<file path="src/rtl/uart_rx_param_if.sv">
// Purpose: bundles the receiver's serial input, baud tick, read strobe and
//          holding-register outputs into one port.
// Signals:
//   RxD        serial line (idles high)
//   Baud       one-clk oversample tick
//   rd_rx      one-clk read strobe acknowledging the holding register
//   RxD_data   holding register, last completed frame
//   RDA        holding register valid
//   parity_err parity mismatch on the held frame
//   frame_err  stop bit sampled low on the held frame
//   overrun    a frame completed while RDA was already set
// Modports: master = bus/line side, slave = receiver.
interface uart_rx_param_if #(
  parameter int DATA_BITS = 8
);
  logic                 RxD;
  logic                 Baud;
  logic                 rd_rx;
  logic [DATA_BITS-1:0] RxD_data;
  logic                 RDA;
  logic                 parity_err;
  logic                 frame_err;
  logic                 overrun;

  modport master (
    output RxD, Baud, rd_rx,
    input  RxD_data, RDA, parity_err, frame_err, overrun
  );

  modport slave (
    input  RxD, Baud, rd_rx,
    output RxD_data, RDA, parity_err, frame_err, overrun
  );
endinterface

</file>
<file path="src/rtl/uart_rx_param.sv">
// Purpose: parametrised RS232 receiver with false-start rejection, parity and
//          framing checks, and a holding register with overrun detection.
// Ports:
//   clk  system clock
//   rst  synchronous active-high reset
//   bus  uart_rx_param_if.slave: RxD, Baud, rd_rx in; RxD_data, RDA,
//        parity_err, frame_err, overrun out
module uart_rx_param #(
  parameter int DATA_BITS  = 8,
  parameter int OVERSAMPLE = 16,
  parameter int PARITY_EN  = 0,
  parameter int PARITY_ODD = 0,
  parameter int STOP_BITS  = 1
) (
  input  logic            clk,
  input  logic            rst,
  uart_rx_param_if.slave  bus
);

  typedef enum logic [2:0] {IDLE, START, DATA, PARITY, STOP} state_t;

  localparam int             TW        = $clog2(OVERSAMPLE);
  localparam logic [TW-1:0]  HALF_T    = TW'(OVERSAMPLE / 2 - 1);
  localparam logic [TW-1:0]  FULL_T    = TW'(OVERSAMPLE - 1);
  localparam logic [3:0]     LAST_DATA = 4'(DATA_BITS - 1);
  localparam logic [3:0]     LAST_STOP = 4'(STOP_BITS - 1);
  localparam logic           ODD       = (PARITY_ODD != 0);
  localparam logic           HAS_PAR   = (PARITY_EN != 0);

  state_t               r_state, w_state_nxt;
  logic [1:0]           r_sync;
  logic                 r_prev;
  logic [TW-1:0]        r_tick;
  logic [3:0]           r_bit;
  logic [DATA_BITS-1:0] r_shift;
  logic [DATA_BITS-1:0] r_data;
  logic                 r_perr, r_ferr;
  logic                 r_rda, r_perr_o, r_ferr_o, r_ovr;

  logic w_rx, w_fall, w_half, w_full;
  logic w_tick_clr, w_bit_clr, w_bit_inc, w_start_ok;
  logic w_shift, w_par_smp, w_stop_smp, w_done;

  assign w_rx   = r_sync[1];
  assign w_fall = r_prev & ~r_sync[1];
  // Samples land on the Baud tick that completes the half/full bit count.
  assign w_half = bus.Baud && (r_tick == HALF_T);
  assign w_full = bus.Baud && (r_tick == FULL_T);

  always_comb begin
    w_state_nxt = r_state;
    w_tick_clr  = 1'b0;
    w_bit_clr   = 1'b0;
    w_bit_inc   = 1'b0;
    w_start_ok  = 1'b0;
    w_shift     = 1'b0;
    w_par_smp   = 1'b0;
    w_stop_smp  = 1'b0;
    w_done      = 1'b0;
    case (r_state)
      IDLE: begin
        if (w_fall) begin
          w_state_nxt = START;
          w_tick_clr  = 1'b1;
        end
      end
      START: begin
        if (w_half) begin
          w_tick_clr = 1'b1;
          if (w_rx) begin
            // Line back high at bit centre: glitch, not a start bit.
            w_state_nxt = IDLE;
          end else begin
            w_state_nxt = DATA;
            w_bit_clr   = 1'b1;
            w_start_ok  = 1'b1;
          end
        end
      end
      DATA: begin
        if (w_full) begin
          w_tick_clr = 1'b1;
          w_shift    = 1'b1;
          if (r_bit == LAST_DATA) begin
            w_bit_clr   = 1'b1;
            w_state_nxt = HAS_PAR ? PARITY : STOP;
          end else begin
            w_bit_inc = 1'b1;
          end
        end
      end
      PARITY: begin
        if (w_full) begin
          w_tick_clr  = 1'b1;
          w_par_smp   = 1'b1;
          w_state_nxt = STOP;
        end
      end
      STOP: begin
        if (w_full) begin
          w_tick_clr = 1'b1;
          w_stop_smp = 1'b1;
          if (r_bit == LAST_STOP) begin
            // Back to IDLE mid-stop-bit so the next start edge is not missed.
            w_done      = 1'b1;
            w_state_nxt = IDLE;
          end else begin
            w_bit_inc = 1'b1;
          end
        end
      end
      default: w_state_nxt = IDLE;
    endcase
  end

  always_ff @(posedge clk) begin
    if (rst) begin
      r_sync   <= 2'b11;
      r_prev   <= 1'b1;
      r_state  <= IDLE;
      r_tick   <= '0;
      r_bit    <= '0;
      r_data   <= '0;
      r_rda    <= 1'b0;
      r_perr_o <= 1'b0;
      r_ferr_o <= 1'b0;
      r_ovr    <= 1'b0;
    end else begin
      r_sync  <= {r_sync[0], bus.RxD};
      r_prev  <= r_sync[1];
      r_state <= w_state_nxt;
      if (w_tick_clr)    r_tick <= '0;
      else if (bus.Baud) r_tick <= r_tick + 1'b1;
      if (w_bit_clr)      r_bit <= '0;
      else if (w_bit_inc) r_bit <= r_bit + 1'b1;
      if (w_done) begin
        r_data   <= r_shift;
        r_rda    <= 1'b1;
        r_perr_o <= r_perr;
        r_ferr_o <= r_ferr | ~w_rx;
        // A coincident read acknowledges the old frame, so no overrun.
        r_ovr    <= ~bus.rd_rx & (r_ovr | r_rda);
      end else if (bus.rd_rx) begin
        r_rda    <= 1'b0;
        r_perr_o <= 1'b0;
        r_ferr_o <= 1'b0;
        r_ovr    <= 1'b0;
      end
    end
  end

  // Per-frame datapath: shift register and error flags, rebuilt each frame.
  always_ff @(posedge clk) begin
    if (w_shift) r_shift <= {w_rx, r_shift[DATA_BITS-1:1]};
    if (w_start_ok) begin
      r_perr <= 1'b0;
      r_ferr <= 1'b0;
    end else begin
      if (w_par_smp)           r_perr <= ((^r_shift) ^ w_rx) != ODD;
      if (w_stop_smp && !w_rx) r_ferr <= 1'b1;
    end
  end

  assign bus.RxD_data   = r_data;
  assign bus.RDA        = r_rda;
  assign bus.parity_err = r_perr_o;
  assign bus.frame_err  = r_ferr_o;
  assign bus.overrun    = r_ovr;

endmodule

</file>
<file path="src/flat_wrapper.sv">
// flat-port wrapper written by rule: the top's interface ports become plain ports
module uart_rx_param_flat 
#(
  parameter int DATA_BITS  = 8,
  parameter int OVERSAMPLE = 16,
  parameter int PARITY_EN  = 0,
  parameter int PARITY_ODD = 0,
  parameter int STOP_BITS  = 1
)
  (clk, rst, bus_RxD, bus_Baud, bus_rd_rx, bus_RxD_data, bus_RDA, bus_parity_err, bus_frame_err, bus_overrun);
  uart_rx_param_if #(.DATA_BITS(DATA_BITS)) bus_i ();
  input  logic clk;
  input  logic rst;
  input wire logic [$bits(bus_i.RxD)-1:0] bus_RxD;
  input wire logic [$bits(bus_i.Baud)-1:0] bus_Baud;
  input wire logic [$bits(bus_i.rd_rx)-1:0] bus_rd_rx;
  output wire logic [$bits(bus_i.RxD_data)-1:0] bus_RxD_data;
  output wire logic [$bits(bus_i.RDA)-1:0] bus_RDA;
  output wire logic [$bits(bus_i.parity_err)-1:0] bus_parity_err;
  output wire logic [$bits(bus_i.frame_err)-1:0] bus_frame_err;
  output wire logic [$bits(bus_i.overrun)-1:0] bus_overrun;
  assign bus_i.RxD = bus_RxD;
  assign bus_i.Baud = bus_Baud;
  assign bus_i.rd_rx = bus_rd_rx;
  assign bus_RxD_data = bus_i.RxD_data;
  assign bus_RDA = bus_i.RDA;
  assign bus_parity_err = bus_i.parity_err;
  assign bus_frame_err = bus_i.frame_err;
  assign bus_overrun = bus_i.overrun;
  uart_rx_param #(.DATA_BITS(DATA_BITS), .OVERSAMPLE(OVERSAMPLE), .PARITY_EN(PARITY_EN), .PARITY_ODD(PARITY_ODD), .STOP_BITS(STOP_BITS)) u_core (.clk(clk), .rst(rst), .bus(bus_i));
endmodule
</file>
<file path="config.mk">
export PLATFORM = sky130hd
export DESIGN_NAME = uart_rx_param_flat
export DESIGN_NICKNAME = d
export VERILOG_FILES = /design/src/rtl/uart_rx_param_if.sv /design/src/rtl/uart_rx_param.sv /design/src/flat_wrapper.sv
export SDC_FILE = /design/constraint.sdc
export NUM_CORES = 1
export LEC_CHECK = 0
export CELL_PAD_IN_SITES_DETAIL_PLACEMENT = 1
export CELL_PAD_IN_SITES_GLOBAL_PLACEMENT = 1
export CORE_UTILIZATION = 45
export DETAILED_ROUTE_END_ITERATION = 10
export PLACE_DENSITY = 0.83
export RECOVER_POWER = 100
export SYNTH_ARGS = -nofsm -noshare
export SYNTH_HDL_FRONTEND = slang
export SYNTH_SLANG_ARGS = --single-unit
</file>
<file path="constraint.sdc">
create_clock -name clk -period 2.95 [get_ports clk]
set_input_delay 0.59 -clock clk [delete_from_list [all_inputs] [get_ports clk]]
set_output_delay 0.59 -clock clk [all_outputs]
set_load 0.05 [all_outputs]
</file>
==> impl_metrics.tcl, run 1 <==
set metrics [dict create \
    status "finished, final reports clean" \
    antenna_cells_inserted 0 \
    setup_viol 0 \
    endpoint "u_core.bus.frame_err$_SDFFE_PP0P_" \
    path_clk_slew_ps 120 \
    dieArea_um2 3630 \
    coreArea_um2 3130 \
    routed-via-count 1154 \
    root_buffer "clkbuf_4" \
    grt_use_total 0.209 \
    start_util 0.488 \
    maxCapViolations 0 \
    critical_path_class "input port to register" \
    crit_start "bus_Baud" \
    row_count 20 \
    htreeDepth 2 \
    area_growth_pct 14.9 \
    place.gp.congestion 0.742 \
    routed_wl_um 3220 \
    layout_common_cells "dfxtp_1 (28), nand2_1 (23), a21oi_1 (19)" \
    syn_nets 162 \
    tns_ps 0 \
    reg2reg_depth 6 \
    min_period_ps 2510 \
    synth_ff_type "dfxtp_1" \
    routedWlPerCell_um 14.7 \
    cp.required_ps 3160 \
    synth_area_um2 1530 \
    skew_ps 18.9 \
    insertion_delay_ps 340 \
    hold_viol_final 0 \
    io_buffers 16 \
    async_reset_ff_frac 0 \
    cp-start-kind "input port" \
    pin_count 17 \
    synth_area_leaders "dfxtp_1 (37%), edfxtp_1 (16%), a21oi_1 (6.2%)" \
    final_nets 182 \
    min_path_type "register to register" \
    grt_start_max_net_pins 21 \
    grt_pass1_vias 1173 \
    firstDrtPassIters 4 \
    rsz0062_at_grt "false" \
    layout.cells.non_filler 219 \
    r2r-start "u_core.r_tick[0]$_SDFFE_PP0P_" \
    synth-edff-count 8 \
    cp-end-kind "register" \
    period_share 0.850 \
    place_hpwl_um 2370 \
    slew_viol_final 0 \
    leakagePower_nw 0.627 \
    netlist_instances 154 \
    fmax_mhz 399 \
    slew_headroom 0.499 \
    post-route-cell-area_um2 1760 \
    placed_area_um2 1730 \
    seq_area_frac_synth 0.524 \
    synth_cell_types 37 \
    cts-buffers-inserted 5 \
    layout_commonest_cell "dfxtp_1" \
    worst_pin_slew_ps 748 \
    crit_path_max_fanout 12 \
    drive_gt1_frac 0.0971 \
    yosysTopAreaCellShare 0.367 \
    cts_hold_buf 0 \
    post-cts-setup-buffers 0 \
    cts.sinks 36 \
    yosysWarnings 0 \
    reg2reg_slack_ps 800 \
    power_w 0.000807 \
    die_h_um 60.3 \
    antenna_found_initial 0 \
    ys_seq_elements 36 \
    synth.avg_cell_area_um2 9.92 \
    drt_iter0_drc 37 \
    antenna_left 0 \
    chipWidth_um 60.3 \
    cts_tree "yes" \
    viasPerCell 5.27 \
    post_cts_resized 0 \
    synth_top_area_cell "dfxtp_1" \
    grt_pass1_wl_um 5380 \
    grt_remaining_overflow 0 \
    final_util 0.561 \
    drc 0 \
    reg2reg_to "u_core.bus.frame_err$_SDFFE_PP0P_" \
    vdd_ir_drop_max_mv 0.246 \
    power-per-cell-area_nw_per_um2 460 \
    clockBufferDepth 2 \
    dp.cells 211 \
    cp.arrival_ps 2710 \
]
## report_power, final
part	switching (W)	total [W]	internal (W)
combinational	0.0000187	0.0000368	0.0000181
sequential	0.00000841	0.000516	0.000507
clock	0.000161	0.000254	0.0000930
total	0.000188	0.000807	0.000619
## synth_stat cells, types with 2 or more instances
master / count
a211oi_1: 2
a21oi_1: 19
clkbuf_1: 2
dfxtp_1: 28
edfxtp_1: 8
ha_1: 3
inv_1: 4
mux2i_1: 2
nand2_1: 23
nand2b_1: 3
nand3_1: 3
nor2_1: 14
nor3_1: 3
nor4_1: 2
or2_2: 4
or2_4: 2
or3_4: 2
xnor2_1: 9
xor2_1: 3
## routing by layer
layer  GRT usage  share of wire  vias to the layer above
met4      0.0831          0.013                        0
met3      0.0606          0.031                        5
met5           0              0                        -
met2       0.385           0.54                       18
met1       0.219           0.41                      565
li1            -              -                      566
## how the worst min path moves through the flow
stage	from	end	slack (ps)	cells past startpoint
6_report	u_core.r_sync[0]$_SDFF_PP1_	u_core.r_sync[1]$_SDFF_PP1_	420	1
5_1_grt	u_core.r_sync[0]$_SDFF_PP1_	u_core.r_sync[1]$_SDFF_PP1_	460	1
4_1_cts	u_core.r_sync[0]$_SDFF_PP1_	u_core.r_sync[1]$_SDFF_PP1_	430	1
3_5_place_dp	u_core.r_sync[0]$_SDFF_PP1_	u_core.r_sync[1]$_SDFF_PP1_	400	1
3_3_place_gp	u_core.r_sync[0]$_SDFF_PP1_	u_core.r_sync[1]$_SDFF_PP1_	390	1
2_1_floorplan	u_core.r_sync[0]$_SDFF_PP1_	u_core.r_sync[1]$_SDFF_PP1_	390	1
## worst max-delay path, cell delays in order
cell and delay, ps:
dlygate4sd3_1 670, nand4_1 330, or2_0 390, or2_4 330, nor3b_1 320, a211oi_2 90
## through the flow
| stage | setup WS, ps | hold slack, ps |
|---|---|---|
| 2_1_floorplan | 865 | 389 |
| 3_3_place_gp | 492 | 393 |
| 3_5_place_dp | 382 | 402 |
| 4_1_cts | 738 | 428 |
| 5_1_grt | 353 | 459 |
| 6_report | 443 | 421 |
## state kept, by name (all words and copies together), names as in the netlist
| register | count |
|---|---|
| u_core.bus.frame_err | 1 |
| u_core.r_prev | 1 |
| u_core.r_perr | 1 |
| u_core.bus.parity_err | 1 |
| u_core.bus.RxD_data | 8 |
| u_core.r_ferr | 1 |
| u_core.r_shift | 8 |
| u_core.r_bit | 4 |
| u_core.r_sync | 2 |
| u_core.bus.RDA | 1 |
| u_core.r_tick | 4 |
| u_core.bus.overrun | 1 |
| u_core.r_state | 3 |
## cell type report
cell class                      instances  area [µm²]
Multi-Input combinational cell        109         667
Inverter                                4        15.0
Clock buffer                            7        45.0
Tap cell                               44        55.1
Sequential cell                        36         801
Timing Repair Buffer                   18         168
Clock inverter                          1        5.00
Fill cell                             375        1370
## logic make-up after synthesis
family / Yosys count / share of synthesized area
adders and majority gates: 3 / 0.0246
muxes: 2 / 0.0131
buffers and inverters: 9 / 0.0303
xor gates and xnor gates: 13 / 0.0835
AOI/OAI and AO/OA: 26 / 0.0983
and+or+nand+nor: 65 / 0.226
DFF: 36 / 0.524
No activity file was read; power rests on OpenSTA's default activity.
==> run 2: changes to the inputs <==
Settings changed: CORE_UTILIZATION 45 to 38, PLACE_DENSITY 0.83 to 0.75.
Clock period 2.95 ns to 2.05 ns, I/O delays scaled along.
==> run 2 against run 1 <==
  * Setup slack got worse by 320 ps
  * Global-route usage fell by 3.6 points
  * Die area rose by 18%
  * Routed wire length rose by 0.12%
  * Via count rose by 2.3%
  * Sequential power rose by 44%
  * Critical path type is now register to primary output
  * Largest cell class unchanged
==> impl_metrics.tcl, run 2 (same netlist as run 1, synthesis figures left out) <==
set metrics [dict create \
    cts_tree "yes" \
    grtUsageMet1 0.196 \
    combPwrFrac 0.038 \
    cp-start-kind "register" \
    fmax_mhz 520 \
    post-cts-setup-buffers 0 \
    area_growth_pct 21.9 \
    vdd_ir_drop_max_mv 0.315 \
    grt_pass1_vias 1192 \
    viasPerCell 5.13 \
    path_clk_slew_ps 70 \
    layout_common_cells "dfxtp_1 (28), nand2_1 (23), a21oi_1 (19)" \
    cp-end-kind "primary output" \
    num-fill-cells 432 \
    p_sw_frac 0.201 \
    critical_path_class "register to primary output" \
    cpPeakStageDelay_ps 880 \
    crit_path_max_fanout 3 \
    place_hpwl_um 2410 \
    grt.busiest_layer "met2" \
    antenna_found_initial 0 \
    layout_commonest_cell "dfxtp_1" \
    routed_wl_um 3220 \
    maxCapViolations 0 \
    cp.required_ps 1640 \
    routedWlPerCell_um 14.0 \
    status "finished, final reports clean" \
    met3_usage 0.0469 \
    power-per-cell-area_nw_per_um2 752 \
    place.gp.congestion 0.866 \
    min_period_ps 1920 \
    holdWs_ps 425 \
    setup_viol 0 \
    pwr-share-seq 0.531 \
    r2r-start "u_core.r_bit[0]$_SDFFE_PP0P_" \
    clockBufferDepth 2 \
    cts_hold_buf 0 \
    final_nets 189 \
    cts.sinks 36 \
    grt_start_max_net_pins 12 \
    dieArea_um2 4280 \
    tns_ps 0 \
    skew_ps 5.53 \
    drc 0 \
    switching_power_w 0.000281 \
    placed_area_um2 1780 \
    post_cts_resized 0 \
    root_buffer "clkbuf_8" \
    start_util 0.405 \
    leakagePower_nw 0.684 \
    cpLargestDelayFamily "buffers and inverters" \
    antenna_cells_inserted 0 \
    coreArea_um2 3770 \
    firstDrtPassIters 4 \
    p_int_w 0.00112 \
    drive_gt1_frac 0.126 \
    row_count 22 \
    hold_viol_final 0 \
    slew_headroom 0.662 \
    chipWidth_um 65.4 \
    slew_viol_final 0 \
    use_met2 0.298 \
    cts-buffers-inserted 5 \
    pin_count 17 \
    antenna_left 0 \
    layout.cells.non_filler 230 \
    grt_remaining_overflow 0 \
    dp.cells 222 \
    min_path_type "register to register" \
    rsz0062_at_grt "false" \
    htreeDepth 2 \
    period_share 0.939 \
    crit_slowest_cell "dlygate4sd3_1" \
    clockPowerShare 0.431 \
    grt_pass1_wl_um 5410 \
    cp.arrival_ps 1510 \
    cp_cell_sequence "dlygate4sd3_1" \
    post-route-cell-area_um2 1860 \
    die_h_um 65.4 \
    insertion_delay_ps 280 \
    min-delay-start "u_core.r_sync[0]$_SDFF_PP1_" \
    cp_num_buf_inv 1 \
    crit_start "u_core.bus.RDA$_SDFFE_PP0P_" \
    routed-via-count 1181 \
    drt_iter0_drc 38 \
    io_buffers 16 \
    grt_use_total 0.173 \
    worst_pin_slew_ps 505 \
]
## run 2: stage by stage
step | util | total power [W] | worst slack [ps]
after floorplan | - | 0.000795 | 145
after global placement | 0.473 | 0.000814 | 56.9
after detailed placement | 0.473 | 0.000817 | -14.1
after CTS | 0.502 | 0.00143 | 174
after global routing | 0.494 | 0.00146 | 38.8
final | 0.494 | 0.00140 | 126
## run 2: worst paths after layout
check	end	slack, ps	cells past startpoint
worst max register to register	u_core.bus.overrun$_SDFFE_PP0P_	180	9
worst max-delay path	bus_RDA	130	1
worst min-delay path	u_core.r_sync[1]$_SDFF_PP1_	430	1
worst min register to register	u_core.r_sync[1]$_SDFF_PP1_	430	1
## run 2: power groups by stage
stage	Combinational [W]	Clock [W]	Sequential, W
finish	0.0000539	0.000603	0.000743
global route	0.0000612	0.000653	0.000744
CTS	0.0000583	0.000626	0.000742
detailed placement	0.0000580	0	0.000759
global placement	0.0000558	0	0.000758
floorplan	0.0000422	0	0.000753
## run 2: layout make-up
| cell class | count | area (µm²) | area share |
|---|---|---|---|
| Clock buffer | 6 | 72.6 | 0.0390 |
| Clock inverter | 2 | 35.0 | 0.0188 |
| Inverter | 4 | 15.0 | 0.00806 |
| Multi-Input combinational cell | 109 | 662 | 0.356 |
| Sequential cell | 36 | 801 | 0.430 |
| Tap cell | 48 | 60.1 | 0.0323 |
| Timing Repair Buffer | 25 | 216 | 0.116 |
## run 2: per-layer routing
layer  part of all wire  wire, µm  vias to the layer above
met5                  0         0                        -
met4              0.016        51                        0
met3              0.042       136                        4
met2               0.52      1670                       28
met1               0.42      1360                      572
li1                   -         -                      577
==> run 3: changes to the inputs <==
Settings changed: SETUP_SLACK_MARGIN set to 0.02.
==> results of run 3 <==
Same layout as run 2: the final DEF is identical, and so are final timing and power.
